[config.mk]
export PLATFORM = sky130hd
export DESIGN_NAME = gray_sobel_frame_sequencer_flat
export DESIGN_NICKNAME = d
export VERILOG_FILES = /design/src/rtl/gray_sobel_frame_sequencer_if.sv /design/src/rtl/gray_sobel_frame_sequencer.sv /design/src/flat_wrapper.sv
export SDC_FILE = /design/constraint.sdc
export NUM_CORES = 1
export LEC_CHECK = 0
export ABC_AREA = 1
export BUFFER_PORTS_ARGS = -buffer_cell sky130_fd_sc_hd__buf_4
export CAP_MARGIN = 25
export CORE_MARGIN = 4
export CORE_UTILIZATION = 42
export DETAILED_ROUTE_END_ITERATION = 8
export SYNTH_ARGS = -nofsm -noshare
export SYNTH_HDL_FRONTEND = slang
export SYNTH_SLANG_ARGS = --single-unit
[constraint.sdc]
create_clock -name clk_i -period 6.7 [get_ports clk_i]
set_input_delay 1.005 -clock clk_i [delete_from_list [all_inputs] [get_ports clk_i]]
set_output_delay 1.005 -clock clk_i [all_outputs]
set_load 0.1 [all_outputs]
[src/rtl/gray_sobel_frame_sequencer_if.sv]
// Handshake and datapath signals between the frame sequencer and its environment.
// The sequencer uses the slave modport; the pixel source/sink and datapath side uses master.
interface gray_sobel_frame_sequencer_if #(
    parameter int MAX_PIXEL_BITS = 8,
    parameter int DIM_BITS       = 10
);
    logic                      frame_start_i;
    logic [1:0]                mode_i;
    logic [DIM_BITS-1:0]       width_i;
    logic [DIM_BITS-1:0]       height_i;
    logic                      px_in_valid_i;
    logic [MAX_PIXEL_BITS-1:0] px_in_data_i;
    logic                      px_in_ready_o;
    logic [1:0]                dp_select_o;
    logic                      dp_start_o;
    logic [MAX_PIXEL_BITS-1:0] dp_pixel_o;
    logic                      dp_px_ready_i;
    logic [MAX_PIXEL_BITS-1:0] dp_pixel_i;
    logic                      px_out_valid_o;
    logic [MAX_PIXEL_BITS-1:0] px_out_data_o;
    logic                      px_out_ready_i;
    logic                      busy_o;
    logic                      frame_done_o;
    logic                      timeout_o;

    modport slave (
        input  frame_start_i, mode_i, width_i, height_i,
        input  px_in_valid_i, px_in_data_i,
        output px_in_ready_o,
        output dp_select_o, dp_start_o, dp_pixel_o,
        input  dp_px_ready_i, dp_pixel_i,
        output px_out_valid_o, px_out_data_o,
        input  px_out_ready_i,
        output busy_o, frame_done_o, timeout_o
    );

    modport master (
        output frame_start_i, mode_i, width_i, height_i,
        output px_in_valid_i, px_in_data_i,
        input  px_in_ready_o,
        input  dp_select_o, dp_start_o, dp_pixel_o,
        output dp_px_ready_i, dp_pixel_i,
        input  px_out_valid_o, px_out_data_o,
        output px_out_ready_i,
        input  busy_o, frame_done_o, timeout_o
    );
endinterface

[src/rtl/gray_sobel_frame_sequencer.sv]
// Frame-level sequencer for the grayscale/Sobel datapath: issues one start per accepted
// pixel, collects returns into a small FIFO, and limits in-flight work with FIFO credits.
module gray_sobel_frame_sequencer #(
    parameter int MAX_PIXEL_BITS = 8,
    parameter int DIM_BITS       = 10,
    parameter int FIFO_DEPTH     = 4,
    parameter int TIMEOUT_CYCLES = 1023
) (
    input logic                         clk_i,
    input logic                         reset_i,
    gray_sobel_frame_sequencer_if.slave bus
);
    localparam int AW = $clog2(FIFO_DEPTH);
    localparam int CW = 2 * DIM_BITS;
    localparam int IW = $clog2(TIMEOUT_CYCLES + 1);

    localparam logic [1:0] S_IDLE  = 2'd0;
    localparam logic [1:0] S_RUN   = 2'd1;
    localparam logic [1:0] S_DRAIN = 2'd2;
    localparam logic [1:0] S_DONE  = 2'd3;

    logic [1:0]                state, state_nxt;
    logic [1:0]                mode_q;
    logic [CW-1:0]             total_q, issued_q, returned_q, total_new;
    logic [IW-1:0]             idle_q;
    logic                      timeout_q, frame_done_q, timeout_set;
    logic                      vld_p1;
    logic [MAX_PIXEL_BITS-1:0] pixel_p1;
    logic [MAX_PIXEL_BITS-1:0] fifo_mem [FIFO_DEPTH];
    logic [AW-1:0]             wr_ptr, rd_ptr;
    logic [AW:0]               count;
    logic [CW:0]               credits_used;
    logic                      can_issue, accept, push, pop, start_ok;

    assign total_new    = CW'(bus.width_i) * CW'(bus.height_i);
    // In-flight pixels plus buffered pixels must never exceed what the FIFO can absorb.
    assign credits_used = {1'b0, issued_q - returned_q} + (CW + 1)'(count);
    assign can_issue    = (state == S_RUN) && (issued_q < total_q) &&
                          (credits_used < (CW + 1)'(FIFO_DEPTH));
    assign accept       = bus.px_in_valid_i && can_issue;
    assign push         = (state != S_IDLE) && bus.dp_px_ready_i && (returned_q < total_q);
    assign pop          = (count != '0) && bus.px_out_ready_i;
    assign start_ok     = (state == S_IDLE) && bus.frame_start_i;
    assign timeout_set  = (state == S_DRAIN) && (returned_q != total_q) &&
                          (idle_q == IW'(TIMEOUT_CYCLES));

    always_comb begin
        state_nxt = state;
        case (state)
            S_IDLE:  if (bus.frame_start_i) state_nxt = (total_new == '0) ? S_DONE : S_RUN;
            S_RUN:   if (issued_q == total_q) state_nxt = S_DRAIN;
            S_DRAIN: if (returned_q == total_q || timeout_set) state_nxt = S_DONE;
            S_DONE:  if (count == '0 && !push) state_nxt = S_IDLE;
            default: state_nxt = S_IDLE;
        endcase
    end

    always_ff @(posedge clk_i) begin
        if (reset_i) begin
            state        <= S_IDLE;
            mode_q       <= 2'b00;
            total_q      <= '0;
            issued_q     <= '0;
            returned_q   <= '0;
            idle_q       <= '0;
            timeout_q    <= 1'b0;
            frame_done_q <= 1'b0;
            vld_p1       <= 1'b0;
            pixel_p1     <= '0;
            wr_ptr       <= '0;
            rd_ptr       <= '0;
            count        <= '0;
        end else begin
            state        <= state_nxt;
            frame_done_q <= (state_nxt == S_DONE) && (state != S_DONE);
            // p1: registered start strobe and pixel toward the datapath
            vld_p1       <= accept;
            if (accept) begin
                pixel_p1 <= bus.px_in_data_i;
                issued_q <= issued_q + CW'(1);
            end
            if (push) begin
                returned_q <= returned_q + CW'(1);
                wr_ptr     <= wr_ptr + AW'(1);
            end
            if (pop) rd_ptr <= rd_ptr + AW'(1);
            count <= count + (AW + 1)'(push) - (AW + 1)'(pop);
            if (state == S_DRAIN) idle_q <= bus.dp_px_ready_i ? '0 : idle_q + IW'(1);
            if (timeout_set) timeout_q <= 1'b1;
            if (start_ok) begin
                mode_q     <= bus.mode_i;
                total_q    <= total_new;
                issued_q   <= '0;
                returned_q <= '0;
                idle_q     <= '0;
                timeout_q  <= 1'b0;
            end
        end
    end

    always_ff @(posedge clk_i) begin
        if (push) fifo_mem[wr_ptr] <= bus.dp_pixel_i;
    end

    assign bus.px_in_ready_o  = can_issue;
    assign bus.dp_select_o    = mode_q;
    assign bus.dp_start_o     = vld_p1;
    assign bus.dp_pixel_o     = pixel_p1;
    assign bus.px_out_valid_o = (count != '0);
    // Head is masked while empty so stale storage never leaks onto the output bus.
    assign bus.px_out_data_o  = (count != '0) ? fifo_mem[rd_ptr] : '0;
    assign bus.busy_o         = (state != S_IDLE);
    assign bus.frame_done_o   = frame_done_q;
    assign bus.timeout_o      = timeout_q;
endmodule

[src/flat_wrapper.sv]
// flat-port wrapper written by rule: the top's interface ports become plain ports
module gray_sobel_frame_sequencer_flat 
#(
    parameter int MAX_PIXEL_BITS = 8,
    parameter int DIM_BITS       = 10,
    parameter int FIFO_DEPTH     = 4,
    parameter int TIMEOUT_CYCLES = 1023
)
  (clk_i, reset_i, bus_frame_start_i, bus_mode_i, bus_width_i, bus_height_i, bus_px_in_valid_i, bus_px_in_data_i, bus_px_in_ready_o, bus_dp_select_o, bus_dp_start_o, bus_dp_pixel_o, bus_dp_px_ready_i, bus_dp_pixel_i, bus_px_out_valid_o, bus_px_out_data_o, bus_px_out_ready_i, bus_busy_o, bus_frame_done_o, bus_timeout_o);
  gray_sobel_frame_sequencer_if #(.MAX_PIXEL_BITS(MAX_PIXEL_BITS), .DIM_BITS(DIM_BITS)) bus_i ();
  input logic clk_i;
  input logic reset_i;
  input wire logic [$bits(bus_i.frame_start_i)-1:0] bus_frame_start_i;
  input wire logic [$bits(bus_i.mode_i)-1:0] bus_mode_i;
  input wire logic [$bits(bus_i.width_i)-1:0] bus_width_i;
  input wire logic [$bits(bus_i.height_i)-1:0] bus_height_i;
  input wire logic [$bits(bus_i.px_in_valid_i)-1:0] bus_px_in_valid_i;
  input wire logic [$bits(bus_i.px_in_data_i)-1:0] bus_px_in_data_i;
  output wire logic [$bits(bus_i.px_in_ready_o)-1:0] bus_px_in_ready_o;
  output wire logic [$bits(bus_i.dp_select_o)-1:0] bus_dp_select_o;
  output wire logic [$bits(bus_i.dp_start_o)-1:0] bus_dp_start_o;
  output wire logic [$bits(bus_i.dp_pixel_o)-1:0] bus_dp_pixel_o;
  input wire logic [$bits(bus_i.dp_px_ready_i)-1:0] bus_dp_px_ready_i;
  input wire logic [$bits(bus_i.dp_pixel_i)-1:0] bus_dp_pixel_i;
  output wire logic [$bits(bus_i.px_out_valid_o)-1:0] bus_px_out_valid_o;
  output wire logic [$bits(bus_i.px_out_data_o)-1:0] bus_px_out_data_o;
  input wire logic [$bits(bus_i.px_out_ready_i)-1:0] bus_px_out_ready_i;
  output wire logic [$bits(bus_i.busy_o)-1:0] bus_busy_o;
  output wire logic [$bits(bus_i.frame_done_o)-1:0] bus_frame_done_o;
  output wire logic [$bits(bus_i.timeout_o)-1:0] bus_timeout_o;
  assign bus_i.frame_start_i = bus_frame_start_i;
  assign bus_i.mode_i = bus_mode_i;
  assign bus_i.width_i = bus_width_i;
  assign bus_i.height_i = bus_height_i;
  assign bus_i.px_in_valid_i = bus_px_in_valid_i;
  assign bus_i.px_in_data_i = bus_px_in_data_i;
  assign bus_px_in_ready_o = bus_i.px_in_ready_o;
  assign bus_dp_select_o = bus_i.dp_select_o;
  assign bus_dp_start_o = bus_i.dp_start_o;
  assign bus_dp_pixel_o = bus_i.dp_pixel_o;
  assign bus_i.dp_px_ready_i = bus_dp_px_ready_i;
  assign bus_i.dp_pixel_i = bus_dp_pixel_i;
  assign bus_px_out_valid_o = bus_i.px_out_valid_o;
  assign bus_px_out_data_o = bus_i.px_out_data_o;
  assign bus_i.px_out_ready_i = bus_px_out_ready_i;
  assign bus_busy_o = bus_i.busy_o;
  assign bus_frame_done_o = bus_i.frame_done_o;
  assign bus_timeout_o = bus_i.timeout_o;
  gray_sobel_frame_sequencer #(.MAX_PIXEL_BITS(MAX_PIXEL_BITS), .DIM_BITS(DIM_BITS), .FIFO_DEPTH(FIFO_DEPTH), .TIMEOUT_CYCLES(TIMEOUT_CYCLES)) u_core (.clk_i(clk_i), .reset_i(reset_i), .bus(bus_i));
endmodule
=== Yosys cells after proc, flatten, opt, wreduce, memory -nomap -nowiden ===
Memories as Yosys holds them, arrays and structs flattened. A register that Yosys moved wholly into a read port is not among the register bits.
Cells that the tools add are included.

* Register bits after elaboration: 92
* RAM bits: 32
* Output and inout port bits: 24
* Logic and storage cells: 67
* Memories: 1

* $add $sub $neg: 9
* Multiply operators: 1
* $lt $le $gt $ge: 3
* Equality and inequality tests: 9
* Mux-type cells: 12
* Reductions and logical operators: 19

{| class="wikitable"
|+ Memory list
! name !! words !! bits a word !! read ports !! clocked after Yosys merged registers in !! write ports !! RTL line !! RTL
|-
| u_core.fifo_mem || 4 || 8 || 1 || 1 || 1 || gray_sobel_frame_sequencer.sv:29 || <nowiki>logic [MAX_PIXEL_BITS-1:0] fifo_mem [FIFO_DEPTH];</nowiki>
|}

{| class="wikitable"
|+ Operators with widths
! cell !! number
|-
| adder 20 x 1 -> 20 bit, second input constant || 2
|-
| equality test 20 bit || 2
|-
| < comparator 20 bit || 2
|-
| adder 20 x 3 -> 21 bit || 1
|-
| < comparator 21 x 3 -> 1 bit, second input constant || 1
|-
| logical NOT 20 bit || 1
|-
| multiplier 10 x 10 -> 20 bit || 1
|-
| != test 20 bit || 1
|-
| subtractor 20 bit || 1
|-
| 2-to-1 mux 2 bit || 7
|-
| logical AND 1 bit || 11
|-
| adder 10 x 1 -> 10 bit, second input constant || 1
|-
| equality test 10 bit, second input constant || 1
|-
| 2-to-1 mux 10 bit || 1
|-
| 2-to-1 mux 8 bit || 1
|-
| one-hot mux 2 bit (4 select lines) || 1
|-
| equality test 2 bit, second input constant || 3
|-
| adder 2 x 1 -> 2 bit, second input constant || 2
|-
| adder 3 x 1 -> 3 bit || 1
|-
| logical NOT 3 bit || 1
|-
| nonzero test 3 bit || 1
|-
| subtractor 3 x 1 -> 3 bit || 1
|-
| equality test 2 x 1 -> 1 bit, second input constant || 1
|-
| logical NOT 2 bit || 1
|-
| 6 further kinds || 7
|}

=== Depth between registers and ports, before layout ===
* Word-level depth: 9
* Gate-level depth with buffers: 27

=== Least setup slack after synthesis ===
Ideal clock, no wire load.

* Kind: input to register
* Start point: in bus_height_i[9]
* End point: reg u_core.frame_done_q, in the netlist u_core.bus.frame_done_o
* Data arrival time: 5789 ps
* Data required time: 6636 ps
* Setup slack: 848 ps
* Stages: 24
* Path buffers: 1
* Path through: clkbuf_1 > nand2_1 > fa_1 > fa_1 > inv_1 > fa_1 > fa_1 > inv_1 > fa_1 > inv_1 > ha_1 > a21oi_1 > a21boi_0 > o21ai_0 > nand2_1 > nand2_1 > xnor2_1 > nand3_1 > nand3b_1 > nor2_1 > nand4_1 > nand2_1 > nand2_1 > nor2_1

* Longest elaborated chain between the ends: 7

{| class="wikitable"
|+ RTL lines
! element !! RTL line !! RTL
|-
| start, declared || flat_wrapper.sv:16 || <nowiki>input wire logic [$bits(bus_i.height_i)-1:0] bus_height_i;</nowiki>
|-
| multiplier 10 x 10 -> 20 bit || gray_sobel_frame_sequencer.sv:35 || <nowiki>assign total_new = CW'(bus.width_i) * CW'(bus.height_i);</nowiki>
|-
| logical NOT 20 bit || gray_sobel_frame_sequencer.sv:50 || <nowiki>S_IDLE: if (bus.frame_start_i) state_nxt = (total_new == '0) ? S_DONE : S_RUN;</nowiki>
|-
| 2-to-1 mux 2 bit (2 in a row) || gray_sobel_frame_sequencer.sv:50 ||
|-
| one-hot mux 2 bit (4 select lines) || gray_sobel_frame_sequencer.sv:49 || <nowiki>case (state)</nowiki>
|-
| equality test 2 bit || gray_sobel_frame_sequencer.sv:75 || <nowiki>frame_done_q <= (state_nxt == S_DONE) && (state != S_DONE);</nowiki>
|-
| logical AND 1 bit || gray_sobel_frame_sequencer.sv:75 ||
|-
| end signal, assigned || gray_sobel_frame_sequencer.sv:75 ||
|-
| end, declared || gray_sobel_frame_sequencer.sv:26 || <nowiki>logic timeout_q, frame_done_q, timeout_set;</nowiki>
|}

Every way passes these cells.
A chain may end at the register's enable or synchronous reset.

=== Final worst setup path ===
* Start point: in bus_width_i[0]
* End point: reg u_core.frame_done_q, in the netlist u_core.bus.frame_done_o

* Longest elaborated chain between the ends: 7

{| class="wikitable"
|+ RTL lines
! element !! RTL line !! RTL
|-
| start, declared || flat_wrapper.sv:15 || <nowiki>input wire logic [$bits(bus_i.width_i)-1:0] bus_width_i;</nowiki>
|-
| multiplier 10 x 10 -> 20 bit || gray_sobel_frame_sequencer.sv:35 ||
|-
| logical NOT 20 bit || gray_sobel_frame_sequencer.sv:50 ||
|-
| 2-to-1 mux 2 bit (2 in a row) || gray_sobel_frame_sequencer.sv:50 ||
|-
| one-hot mux 2 bit (4 select lines) || gray_sobel_frame_sequencer.sv:49 ||
|-
| equality test 2 bit || gray_sobel_frame_sequencer.sv:75 ||
|-
| logical AND 1 bit || gray_sobel_frame_sequencer.sv:75 ||
|}

Every way passes these cells.

==> results_dict.tcl <==
set metrics [dict create \
    status "complete, no violations" \
    synth_top_family_by_area "adder cells" \
    multiInputGateArea_um2 6980 \
    max_slew_margin_pct 39.5 \
    grt_pass1_vias 9026 \
    coreArea_um2 26100 \
    dieArea_um2 29200 \
    cp_max_fo 10 \
    initial_utilization_pct 42.7 \
    worstHoldPathType "reg2reg" \
    cts_max_level 4 \
    synth-compound-area-share_pct 10.2 \
    clk_latency_ns 0.43 \
    route.antenna.remaining_nets 0 \
    grt_pass1_wl_um 43900 \
    yosysWarnings 0 \
    final_common_cell "nand2_1" \
    cp-start-kind "input pin" \
    grt_overflow_total 0 \
    cts_tree "done" \
    synth-simple-area-share_pct 24.7 \
    clock_skew_ns 0.0154 \
    synth-main-ff-cell "dfxtp_1" \
    antenna_cells 0 \
    vias 9615 \
    vias_per_cell 4.94 \
    worst_setup_path_end_kind "flip-flop" \
    fp.dieH_um 171 \
    min_period_ns 5.71 \
    synthesis.area_um2 11100 \
    r2r_setup_slack_ns 2.60 \
    synthMuxAreaShare_pct 0 \
    wire_per_inst_um 13.6 \
    cts_setup_buffers 0 \
    worstPathRequired_ns 7.05 \
    drt_wl_total_um 26500 \
    grt_max_degree 37 \
    grt_usage_pct 18.4 \
    ys_async_sr_fraction_pct 0 \
    area_growth_syn_to_layout_pct 12.4 \
    gp_congestion 0.833 \
    maxCapViolations 0 \
    clockBufferDepth 2 \
    path_clk_slew_ns 0.07 \
    powerDensity_nw_per_um2 339 \
    post_cts_resized 0 \
    root_buffer "clkbuf_16" \
    worst_slew_pin_slew_ns 0.904 \
    synth_fa_ha_area_share_pct 25.6 \
    num-fill-cells 2672 \
    regArea_um2 2840 \
    syn_avg_cell_area_um2 7.20 \
    synth_xor_area_share_pct 2.28 \
    synth_cells 1544 \
    synth-seq-cells 126 \
    syn_nets 1777 \
    timing.final.ws_setup_ns 0.995 \
    report.final.slew_viol_count 0 \
    max_freq_ghz 0.175 \
    finalSetupTns_ns 0 \
    io_pins 68 \
    dieWidth_um 171 \
    clock_sinks 126 \
    drive_gt1_share_pct 8.01 \
    crit_type "in2reg" \
    fin_area_um2 12500 \
    hold_viol_final 0 \
    place_ws_ns 0.569 \
    io_buffers 67 \
    synth_seq_area_share_pct 25.6 \
    hold_buffers 0 \
    firstDrtPassIters 5 \
    finalHoldWorstSlack_ns 0.472 \
    vdd_drop_max_v 0.000371 \
    route.detailed.drc 0 \
    rsz0062_at_grt "false" \
    numCtsBuffers 17 \
    synth_edf_count 32 \
    fin_crit_sh_pct 85.2 \
    antenna_found_initial 0 \
    drt_iter0_drc 602 \
    place_area_um2 11900 \
    rows 59 \
    setup_viol 0 \
    cp_data_arrival_time_ns 6.06 \
    layout_common_cells "nand2_1 (362), inv_1 (296), nor2_1 (155)" \
    layout.nets 1830 \
    dpl.hpwl_um 21700 \
    leakage_nw 6.46 \
    total_power_w 0.00423 \
    yosysUniqueCellTypes 47 \
]
## metal layers
layer	routed length (um)	GRT usage, %	vias up
li1	-	-	4993
met1	12600	25.1	4420
met2	12500	31.0	175
met3	1070	2.66	27
met4	358	4.41	0
met5	0	0	-
## final cells by class
cell class              instances  area share [%]
well taps                     335            3.35
clock buffers                  18            3.51
clock inverters                14            1.18
inverters                     303            9.12
repair buffers                 71            4.24
multi-input cells            1078            55.8
flip-flops and latches        126            22.7
## critical path, stage by stage
cell and delay [ns]:
buf_4 0.15, nand2_1 0.09, fa_1 0.51, fa_1 0.54, inv_1 0.05, fa_1 0.50, fa_1 0.54, inv_1 0.05
fa_1 0.53, inv_1 0.04, ha_1 0.34, a21oi_1 0.21, a21boi_0 0.18, o21ai_0 0.18, nand2_1 0.13, nand2_1 0.07
xnor2_1 0.19, nand3_1 0.08, nand3b_1 0.17, nor2_1 0.09, nand4_1 0.16, nand2_1 0.10, nand2_1 0.06, nor2_1 0.08
## where the power goes
part | leakage [nW] | total, W | internal (W) | switching (W)
logic | 5.12 | 0.00240 | 0.000787 | 0.00161
clock network | 0.289 | 0.000924 | 0.000535 | 0.000389
registers | 1.05 | 0.000914 | 0.000866 | 0.0000474
## worst paths after layout
path | startpoint | to | cells after the start
max | bus_width_i[0] | u_core.bus.frame_done_o | 24
min reg2reg | u_core.rd_ptr[1] | flip-flop | 2
min | u_core.rd_ptr[1] | flip-flop | 2
max reg2reg | u_core.issued_q[0] | u_core.issued_q[12] | 22
## cells in the mapped netlist, types with 6 or more instances
cell,instances,area (um^2)
o21ai_1,10,50.1
ha_1,125,1560
nand4_1,24,150
xor2_1,21,184
a21oi_1,85,425
o21bai_1,9,67.6
inv_1,296,1110
nand3_1,72,360
a21oi_2,6,52.6
dfxtp_1,94,1880
nand2_1,362,1360
nor2_1,156,586
clkbuf_1,33,124
nor3_1,15,75.1
o22ai_1,9,56.3
o21ai_0,64,320
edfxtp_1,32,961
fa_1,64,1280
nand3b_1,6,45.0
xnor2_1,8,70.1
## stage by stage
step	utilization [%]	instances
after floorplan	-	1544
final	48.0	1945
after detailed placement	45.7	1912
after CTS	47.9	1944
after global placement	45.7	1911
after global routing	48.0	1945
## cells by family after synthesis
logic type                 Yosys count
and+or+nand+nor                    656
buffers and inverters              340
DFF                                126
adders and majority gates          189
xor gates and xnor gates            29
AOI/OAI and AO/OA                  204
## registers in the layout, summed over array words and instances (netlist names), named ones only
register	flops
u_core.idle_q	10
u_core.bus.dp_select_o	2
u_core.rd_ptr	2
u_core.total_q	20
u_core.issued_q	20
u_core.bus.dp_start_o	1
u_core.bus.frame_done_o	1
u_core.state	2
u_core.count	3
u_core.bus.timeout_o	1
u_core.wr_ptr	2
u_core.fifo_mem	32
u_core.returned_q	20
u_core.bus.dp_pixel_o	8
Power figures use the tool's default switching activity.
